### src/rtl/adc_pkg.sv
// Shared constants, field positions and helpers for the ADC averaging stage.
package adc_pkg;

   localparam int unsigned SampleWidth  = 24;
   localparam int unsigned MaxLog2Avg   = 8;
   localparam int unsigned AccWidth     = SampleWidth + MaxLog2Avg;
   localparam int unsigned DataWidth    = 32;
   localparam int unsigned StatusWidth  = 32;
   localparam int unsigned IdxWidth     = 8;
   localparam int unsigned Log2Width    = 4;
   localparam int unsigned DropWidth    = 16;

   // Raw conversion word layout: signed sample over the common-mode byte
   localparam int unsigned SampleMsb    = 31;
   localparam int unsigned SampleLsb    = 8;
   localparam int unsigned CmMsb        = 7;
   localparam int unsigned CmLsb        = 0;

   localparam int unsigned DropCountLsb  = 16;
   localparam int unsigned ActiveLog2Lsb = 8;
   localparam int unsigned SampleIdxLsb  = 0;

   function automatic logic [Log2Width-1:0] clamp_log2(input logic [Log2Width-1:0] n);
      return (32'(n) > MaxLog2Avg) ? Log2Width'(MaxLog2Avg) : n;
   endfunction

endpackage

### src/rtl/adc_averager_if.sv
// AXI Stream link carrying 32-bit ADC words between pipeline stages.
interface adc_averager_if;
   import adc_pkg::*;

   logic [DataWidth-1:0] tdata;
   logic                 tvalid;
   logic                 tready;

   modport master (output tdata, output tvalid, input tready);
   modport slave  (input tdata, input tvalid, output tready);
endinterface

### src/rtl/axis_hold_reg.sv
// Single-entry AXI Stream output register; discards and counts results that arrive while full.
module axis_hold_reg
   import adc_pkg::*;
(
   input  logic                 aclk,
   input  logic                 aresetn,
   input  logic                 load,
   input  logic [DataWidth-1:0] load_data,
   input  logic                 drop_clear,
   adc_averager_if.master       m_axis,
   output logic [DropWidth-1:0] drop_count
);

   logic [DataWidth-1:0] data_q, data_d;
   logic                 valid_q, valid_d;
   logic [DropWidth-1:0] drop_q, drop_d;
   logic                 handshake_c;
   logic                 drop_c;

   always_comb begin
      data_d      = data_q;
      valid_d     = valid_q;
      drop_d      = drop_q;
      handshake_c = valid_q & m_axis.tready;
      drop_c      = 1'b0;

      if (load) begin
         // A word leaving this cycle frees the slot for the new one
         if (!valid_q || handshake_c) begin
            data_d  = load_data;
            valid_d = 1'b1;
         end else begin
            drop_c = 1'b1;
         end
      end else if (handshake_c) begin
         valid_d = 1'b0;
      end

      if (drop_clear) begin
         drop_d = '0;
      end else if (drop_c && (drop_q != {DropWidth{1'b1}})) begin
         drop_d = drop_q + DropWidth'(1);
      end
   end

   always_ff @(posedge aclk or negedge aresetn) begin
      if (!aresetn) begin
         data_q  <= '0;
         valid_q <= 1'b0;
         drop_q  <= '0;
      end else begin
         data_q  <= data_d;
         valid_q <= valid_d;
         drop_q  <= drop_d;
      end
   end

   assign m_axis.tdata  = data_q;
   assign m_axis.tvalid = valid_q;
   assign drop_count    = drop_q;

endmodule

### src/rtl/adc_averager.sv
// Block averager: accumulates 2^N signed ADC samples and emits their floor-average.
module adc_averager
   import adc_pkg::*;
(
   input  logic                   aclk,
   input  logic                   aresetn,
   input  logic                   enable,
   input  logic [Log2Width-1:0]   log2_avg,
   input  logic                   drop_clear,
   adc_averager_if.slave          s_axis,
   adc_averager_if.master         m_axis,
   output logic [StatusWidth-1:0] status
);

   logic signed [AccWidth-1:0]    acc_q, acc_d;
   logic [IdxWidth-1:0]           idx_q, idx_d;
   logic [Log2Width-1:0]          active_log2_q, active_log2_d;

   logic signed [SampleWidth-1:0] sample_c;
   logic signed [AccWidth-1:0]    sum_c;
   logic signed [AccWidth-1:0]    result_c;
   logic [Log2Width-1:0]          log2_eff_c;
   logic [IdxWidth-1:0]           last_idx_c;
   logic                          accept_c;
   logic                          first_c;
   logic                          complete_c;
   logic [DropWidth-1:0]          drop_count;

   // Input is never back-pressured
   assign s_axis.tready = 1'b1;

   always_comb begin
      acc_d         = acc_q;
      idx_d         = idx_q;
      active_log2_d = active_log2_q;

      sample_c   = signed'(s_axis.tdata[SampleMsb:SampleLsb]);
      accept_c   = s_axis.tvalid & enable;
      first_c    = (idx_q == '0);
      // The exponent is sampled only at block start, later changes wait for the next block
      log2_eff_c = first_c ? clamp_log2(log2_avg) : active_log2_q;
      last_idx_c = IdxWidth'((AccWidth'(1) << log2_eff_c) - AccWidth'(1));
      sum_c      = first_c ? AccWidth'(sample_c) : acc_q + AccWidth'(sample_c);
      result_c   = sum_c >>> log2_eff_c;
      complete_c = accept_c & (idx_q == last_idx_c);

      if (!enable) begin
         acc_d = '0;
         idx_d = '0;
      end else if (accept_c) begin
         if (first_c) begin
            active_log2_d = log2_eff_c;
         end
         if (complete_c) begin
            acc_d = '0;
            idx_d = '0;
         end else begin
            acc_d = sum_c;
            idx_d = idx_q + IdxWidth'(1);
         end
      end
   end

   always_ff @(posedge aclk or negedge aresetn) begin
      if (!aresetn) begin
         acc_q         <= '0;
         idx_q         <= '0;
         active_log2_q <= '0;
      end else begin
         acc_q         <= acc_d;
         idx_q         <= idx_d;
         active_log2_q <= active_log2_d;
      end
   end

   axis_hold_reg u_hold (
      .aclk       (aclk),
      .aresetn    (aresetn),
      .load       (complete_c),
      .load_data  (DataWidth'(result_c)),
      .drop_clear (drop_clear),
      .m_axis     (m_axis),
      .drop_count (drop_count)
   );

   always_comb begin
      status                                  = '0;
      status[DropCountLsb  +: DropWidth]      = drop_count;
      status[ActiveLog2Lsb +: Log2Width]      = active_log2_q;
      status[SampleIdxLsb  +: IdxWidth]       = idx_q;
   end

endmodule

### src/flat_wrapper.sv
// flat-port wrapper written by rule: the top's interface ports become plain ports
module adc_averager_flat import adc_pkg::*;
  (aclk, aresetn, enable, log2_avg, drop_clear, status, s_axis_tdata, s_axis_tvalid, s_axis_tready, m_axis_tdata, m_axis_tvalid, m_axis_tready);
  adc_averager_if s_axis_i ();
  adc_averager_if m_axis_i ();
  input  logic aclk;
  input  logic aresetn;
  input  logic enable;
  input  logic [Log2Width-1:0] log2_avg;
  input  logic drop_clear;
  output logic [StatusWidth-1:0] status;
  input wire logic [$bits(s_axis_i.tdata)-1:0] s_axis_tdata;
  input wire logic [$bits(s_axis_i.tvalid)-1:0] s_axis_tvalid;
  output wire logic [$bits(s_axis_i.tready)-1:0] s_axis_tready;
  output wire logic [$bits(m_axis_i.tdata)-1:0] m_axis_tdata;
  output wire logic [$bits(m_axis_i.tvalid)-1:0] m_axis_tvalid;
  input wire logic [$bits(m_axis_i.tready)-1:0] m_axis_tready;
  assign s_axis_i.tdata = s_axis_tdata;
  assign s_axis_i.tvalid = s_axis_tvalid;
  assign s_axis_tready = s_axis_i.tready;
  assign m_axis_tdata = m_axis_i.tdata;
  assign m_axis_tvalid = m_axis_i.tvalid;
  assign m_axis_i.tready = m_axis_tready;
  adc_averager u_core (.aclk(aclk), .aresetn(aresetn), .enable(enable), .log2_avg(log2_avg), .drop_clear(drop_clear), .s_axis(s_axis_i), .m_axis(m_axis_i), .status(status));
endmodule
### config.mk
export PLATFORM = sky130hd
export DESIGN_NAME = adc_averager_flat
export DESIGN_NICKNAME = d
export VERILOG_FILES = /design/src/rtl/adc_pkg.sv /design/src/rtl/adc_averager_if.sv /design/src/rtl/axis_hold_reg.sv /design/src/rtl/adc_averager.sv /design/src/flat_wrapper.sv
export SDC_FILE = /design/constraint.sdc
export NUM_CORES = 1
export LEC_CHECK = 0
export BUFFER_PORTS_ARGS = -buffer_cell sky130_fd_sc_hd__buf_2
export CORE_MARGIN = 5
export CORE_UTILIZATION = 33
export DETAILED_ROUTE_END_ITERATION = 8
export PLACE_DENSITY_LB_ADDON = 0.05
export SLEW_MARGIN = 20
export SYNTH_ARGS = -nofsm -noshare
export SYNTH_HDL_FRONTEND = slang
export SYNTH_HIERARCHICAL = 1
export SYNTH_SLANG_ARGS = --single-unit
### constraint.sdc
create_clock -name aclk -period 7 [get_ports aclk]
set_clock_uncertainty 0.2 [all_clocks]
set_input_delay 0.35 -clock aclk [delete_from_list [all_inputs] [get_ports aclk]]
set_output_delay 0.35 -clock aclk [all_outputs]
set_load 0.01 [all_outputs]
==> results.json <==
{
  "syn_inst": 1061,
  "power.share.combinational_pct": 57.2,
  "synth_flop_cell": "dfrtp_1",
  "cp.required_ps": 7050,
  "drt_iter0_drc": 703,
  "routabilityCongestion": 0.8440,
  "synth_area_per_cell_sq_um": 8.080,
  "ctsHtreeMaxLevel": 3,
  "clock.fmax_ghz": 0.1699,
  "vias_per_cell": 5.885,
  "endpoint_kind": "flop",
  "start_util_pct": 33.18,
  "synthesis.area_sq_mm": 0.008573,
  "firstDrtPassIters": 5,
  "ys_types": 84,
  "maxSlewHeadroom_pct": 24.49,
  "drcViolationCount": 0,
  "yosysTopAreaCellShare_pct": 27.15,
  "synth_area_leaders": "dfrtp_1, o21ai_0, mux2_2",
  "synth.yosys.seq_area_share_pct": 27.15,
  "clk_latency_ps": 360,
  "fin_crit_ps": 5886,
  "min_path_cells": 3,
  "tns_ps": 0,
  "finalWirelength_mm": 30.85,
  "cap_violations": 0,
  "hold_path.class": "primary input to flop",
  "synth_top_area_cell": "dfrtp_1",
  "syn_to_final_growth_pct": 11.51,
  "power_leakage_nw": 4.230,
  "final.setup.worst_slack_ps": 1114,
  "rsz0062_at_grt": "false",
  "grt_antenna_before_repair": 0,
  "hold_buffers": 1,
  "cts_resized": 0,
  "clock_sink_count": 93,
  "cts_tree": "built",
  "status": "finished, final reports clean",
  "num_vias": 8522,
  "fp.dieW_um": 171.2,
  "track_usage_pct": 20.99,
  "clockPowerShare_pct": 19.0,
  "hold_viol_final": 0,
  "num_io_pins": 108,
  "worst_pin_slew_ps": 1133,
  "synthArstFlopShare_pct": 100.0,
  "grt_max_degree": 52,
  "critPathMaxFanout": 22,
  "dp_hpwl_mm": 22.89,
  "reg2regPathDepth": 16,
  "cp.arrival_ps": 5930,
  "grt_pass1_vias": 8366,
  "design.die.area_sq_mm": 0.02930,
  "p_switching_w": 0.001312,
  "path_clk_slew_ps": 80,
  "overflow": 0,
  "pre_cts_ws_ps": 1108,
  "finalCritPeriodShare_pct": 84.09,
  "yosys_warnings": 6,
  "p_sw_share_pct": 49.46,
  "p_int_w": 0.001341,
  "nNetsFinal": 1186,
  "drive_gt1_share_pct": 16.98,
  "seqPwrFrac_pct": 23.7,
  "ctsRootBufferMaster": "clkbuf_16",
  "grt_pass1_wl_mm": 49.09,
  "final_antenna_net_count": 0,
  "wire_per_inst_um": 21.31,
  "cts_buffers": 9,
  "final_max_slew_viol_count": 0,
  "numPortBuffers": 94,
  "antennaDiodeCount": 0,
  "rows": 59,
  "die_h_um": 171.2,
  "n_fill_cell": 2742,
  "cts_max_path_buffers": 2,
  "p_per_area_mw_per_mm2": 277.5,
  "cts_setup_buffers": 0,
  "synth.ff_latch_count": 93,
  "critPathLaunchType": "flop",
  "coreArea_sq_mm": 0.02584,
  "setup_violations": 0,
  "crit_type": "flop to flop",
  "ir_drop_mv": 0.1127,
  "synth_edf_count": 0
}
[per-stage QoR]
stage	utilization, %	hold slack [ps]	instance area [sq um]	std cells	total power [W]
after floorplan	-	-145.6	8584	1064	0.001678
after global placement	35.83	229.7	9258	1431	0.002141
after detailed placement	35.83	230.1	9258	1431	0.002137
after CTS	37.00	84.88	9560	1448	0.002662
after global routing	37.00	108.4	9560	1448	0.002861
final	37.00	99.36	9560	1448	0.002653
[cell type report]
type	count	area [sq um]	area share (%)
multi-input combinational	881	5888	61.59
timing repair buffer	107	573.1	5.994
clock buffer	9	225.2	2.356
tap	335	419.2	4.384
sequential	93	2327	24.34
inverter	16	60.06	0.6282
clock inverter	7	67.56	0.7067
[power groups by stage]
stage               Combinational, W  Clock (W)  Sequential [W]
floorplan                    0.00105          0        0.000629
global placement             0.00150          0        0.000641
detailed placement           0.00150          0        0.000640
CTS                          0.00150   0.000528        0.000631
global route                 0.00167   0.000551        0.000637
finish                       0.00152   0.000505        0.000630
[metal layers]
layer	up-vias	track usage, %	wire length, um
li1	4148	-	-
met1	4128	32.22	15670
met2	214	31.19	13250
met3	32	3.149	1444
met4	0	4.375	483
met5	-	0	0
[path summary, 6_finish.rpt]
kind / start / endpoint / slack (ps)
min in group asynchronous: aresetn / u_core/acc_q[11] / 360
max reg2reg: u_core/idx_q[2] / u_core/u_hold/drop_count[13] / 1110
max: u_core/idx_q[2] / u_core/u_hold/drop_count[13] / 1110
min: m_axis_tready / u_core/u_hold/m_axis.tvalid / 100
max in group asynchronous: aresetn / u_core/u_hold/drop_count[11] / 5120
min reg2reg: u_core/acc_q[11] / u_core/acc_q[11] / 290
[worst max-delay path, cell delays in order (launching register included)]
cell and delay, ps:
dfrtp_1 500, or4_1 730, o21ai_2 450, o21ai_2 440, nor2_1 320, nand2_1 90, ha_1 240, inv_1 130
mux2i_1 200, a32oi_1 140, xor2_1 310, nand3_1 100, nor2_1 180, nand3b_1 380, or4_4 700, nor4_1 310
mux2_1 350
[sequential cells by signal (all words and copies together), names as in the netlist]
name and cells:
u_core/acc_q 32, u_core/u_hold/m_axis.tdata 32, u_core/u_hold/drop_count 16, u_core/idx_q 8
u_core/active_log2_q 4, u_core/u_hold/m_axis.tvalid 1
[cells by family after synthesis]
group                      after synthesis  synth area share, %
other                                    2              0.08760
muxes                                   91                11.41
buffers and inverters                   90                4.568
xor gates and xnor gates                18                1.839
AOI/OAI and AO/OA                      374                28.58
and+or+nand+nor                        357                21.03
adders and majority gates               36                5.342
DFF                                     93                27.15
[placed cells by master, fill, tap and decap left out, types with 11 or more instances in the layout]
| cell | synthesis | layout |
|---|---|---|
| mux2i_1 | 46 | 46 |
| buf_2 | 9 | 93 |
| a21oi_1 | 82 | 82 |
| mux2_2 | 42 | 42 |
| nand3_1 | 36 | 36 |
| a22o_1 | 13 | 13 |
| nand4_1 | 18 | 18 |
| o21ai_0 | 96 | 95 |
| xnor2_1 | 11 | 11 |
| a211oi_1 | 19 | 19 |
| inv_1 | 16 | 16 |
| buf_4 | 5 | 13 |
| nor3_1 | 26 | 26 |
| nand2_1 | 111 | 111 |
| nand2b_1 | 11 | 11 |
| o211ai_1 | 24 | 24 |
| or3_1 | 13 | 13 |
| o31ai_1 | 26 | 26 |
| a21o_1 | 12 | 12 |
| ha_1 | 35 | 35 |
| a31oi_1 | 14 | 13 |
| dfrtp_1 | 93 | 93 |
| nor2_1 | 70 | 68 |
[Yosys cell counts (4+ instances only)]
library cell  number
or4_1             10
a21boi_0           6
or2_2              5
nor3_1            26
o221ai_1          10
nor2_1            70
a221oi_1           4
ha_1              35
inv_1             16
buf_1              6
o22ai_1            9
or3_1             13
a31oi_1           14
nor2b_1            7
o21ai_0           96
buf_4              5
a31o_2             4
nand3_1           36
o31ai_1           26
o21a_1             7
xor2_1             7
nor4_1            10
clkbuf_1          50
nand2b_1          11
a21oi_1           82
and3_1             9
o211ai_1          24
o311a_1            4
a22oi_1            7
a32oi_1            4
nand4_1           18
and2_1             4
xnor2_1           11
a21o_1            12
nand2_1          111
a211oi_1          19
dfrtp_1           93
mux2_2            42
buf_2              9
mux2i_1           46
a22o_1            13
and4_1             6
Power figures use the tool's default switching activity.
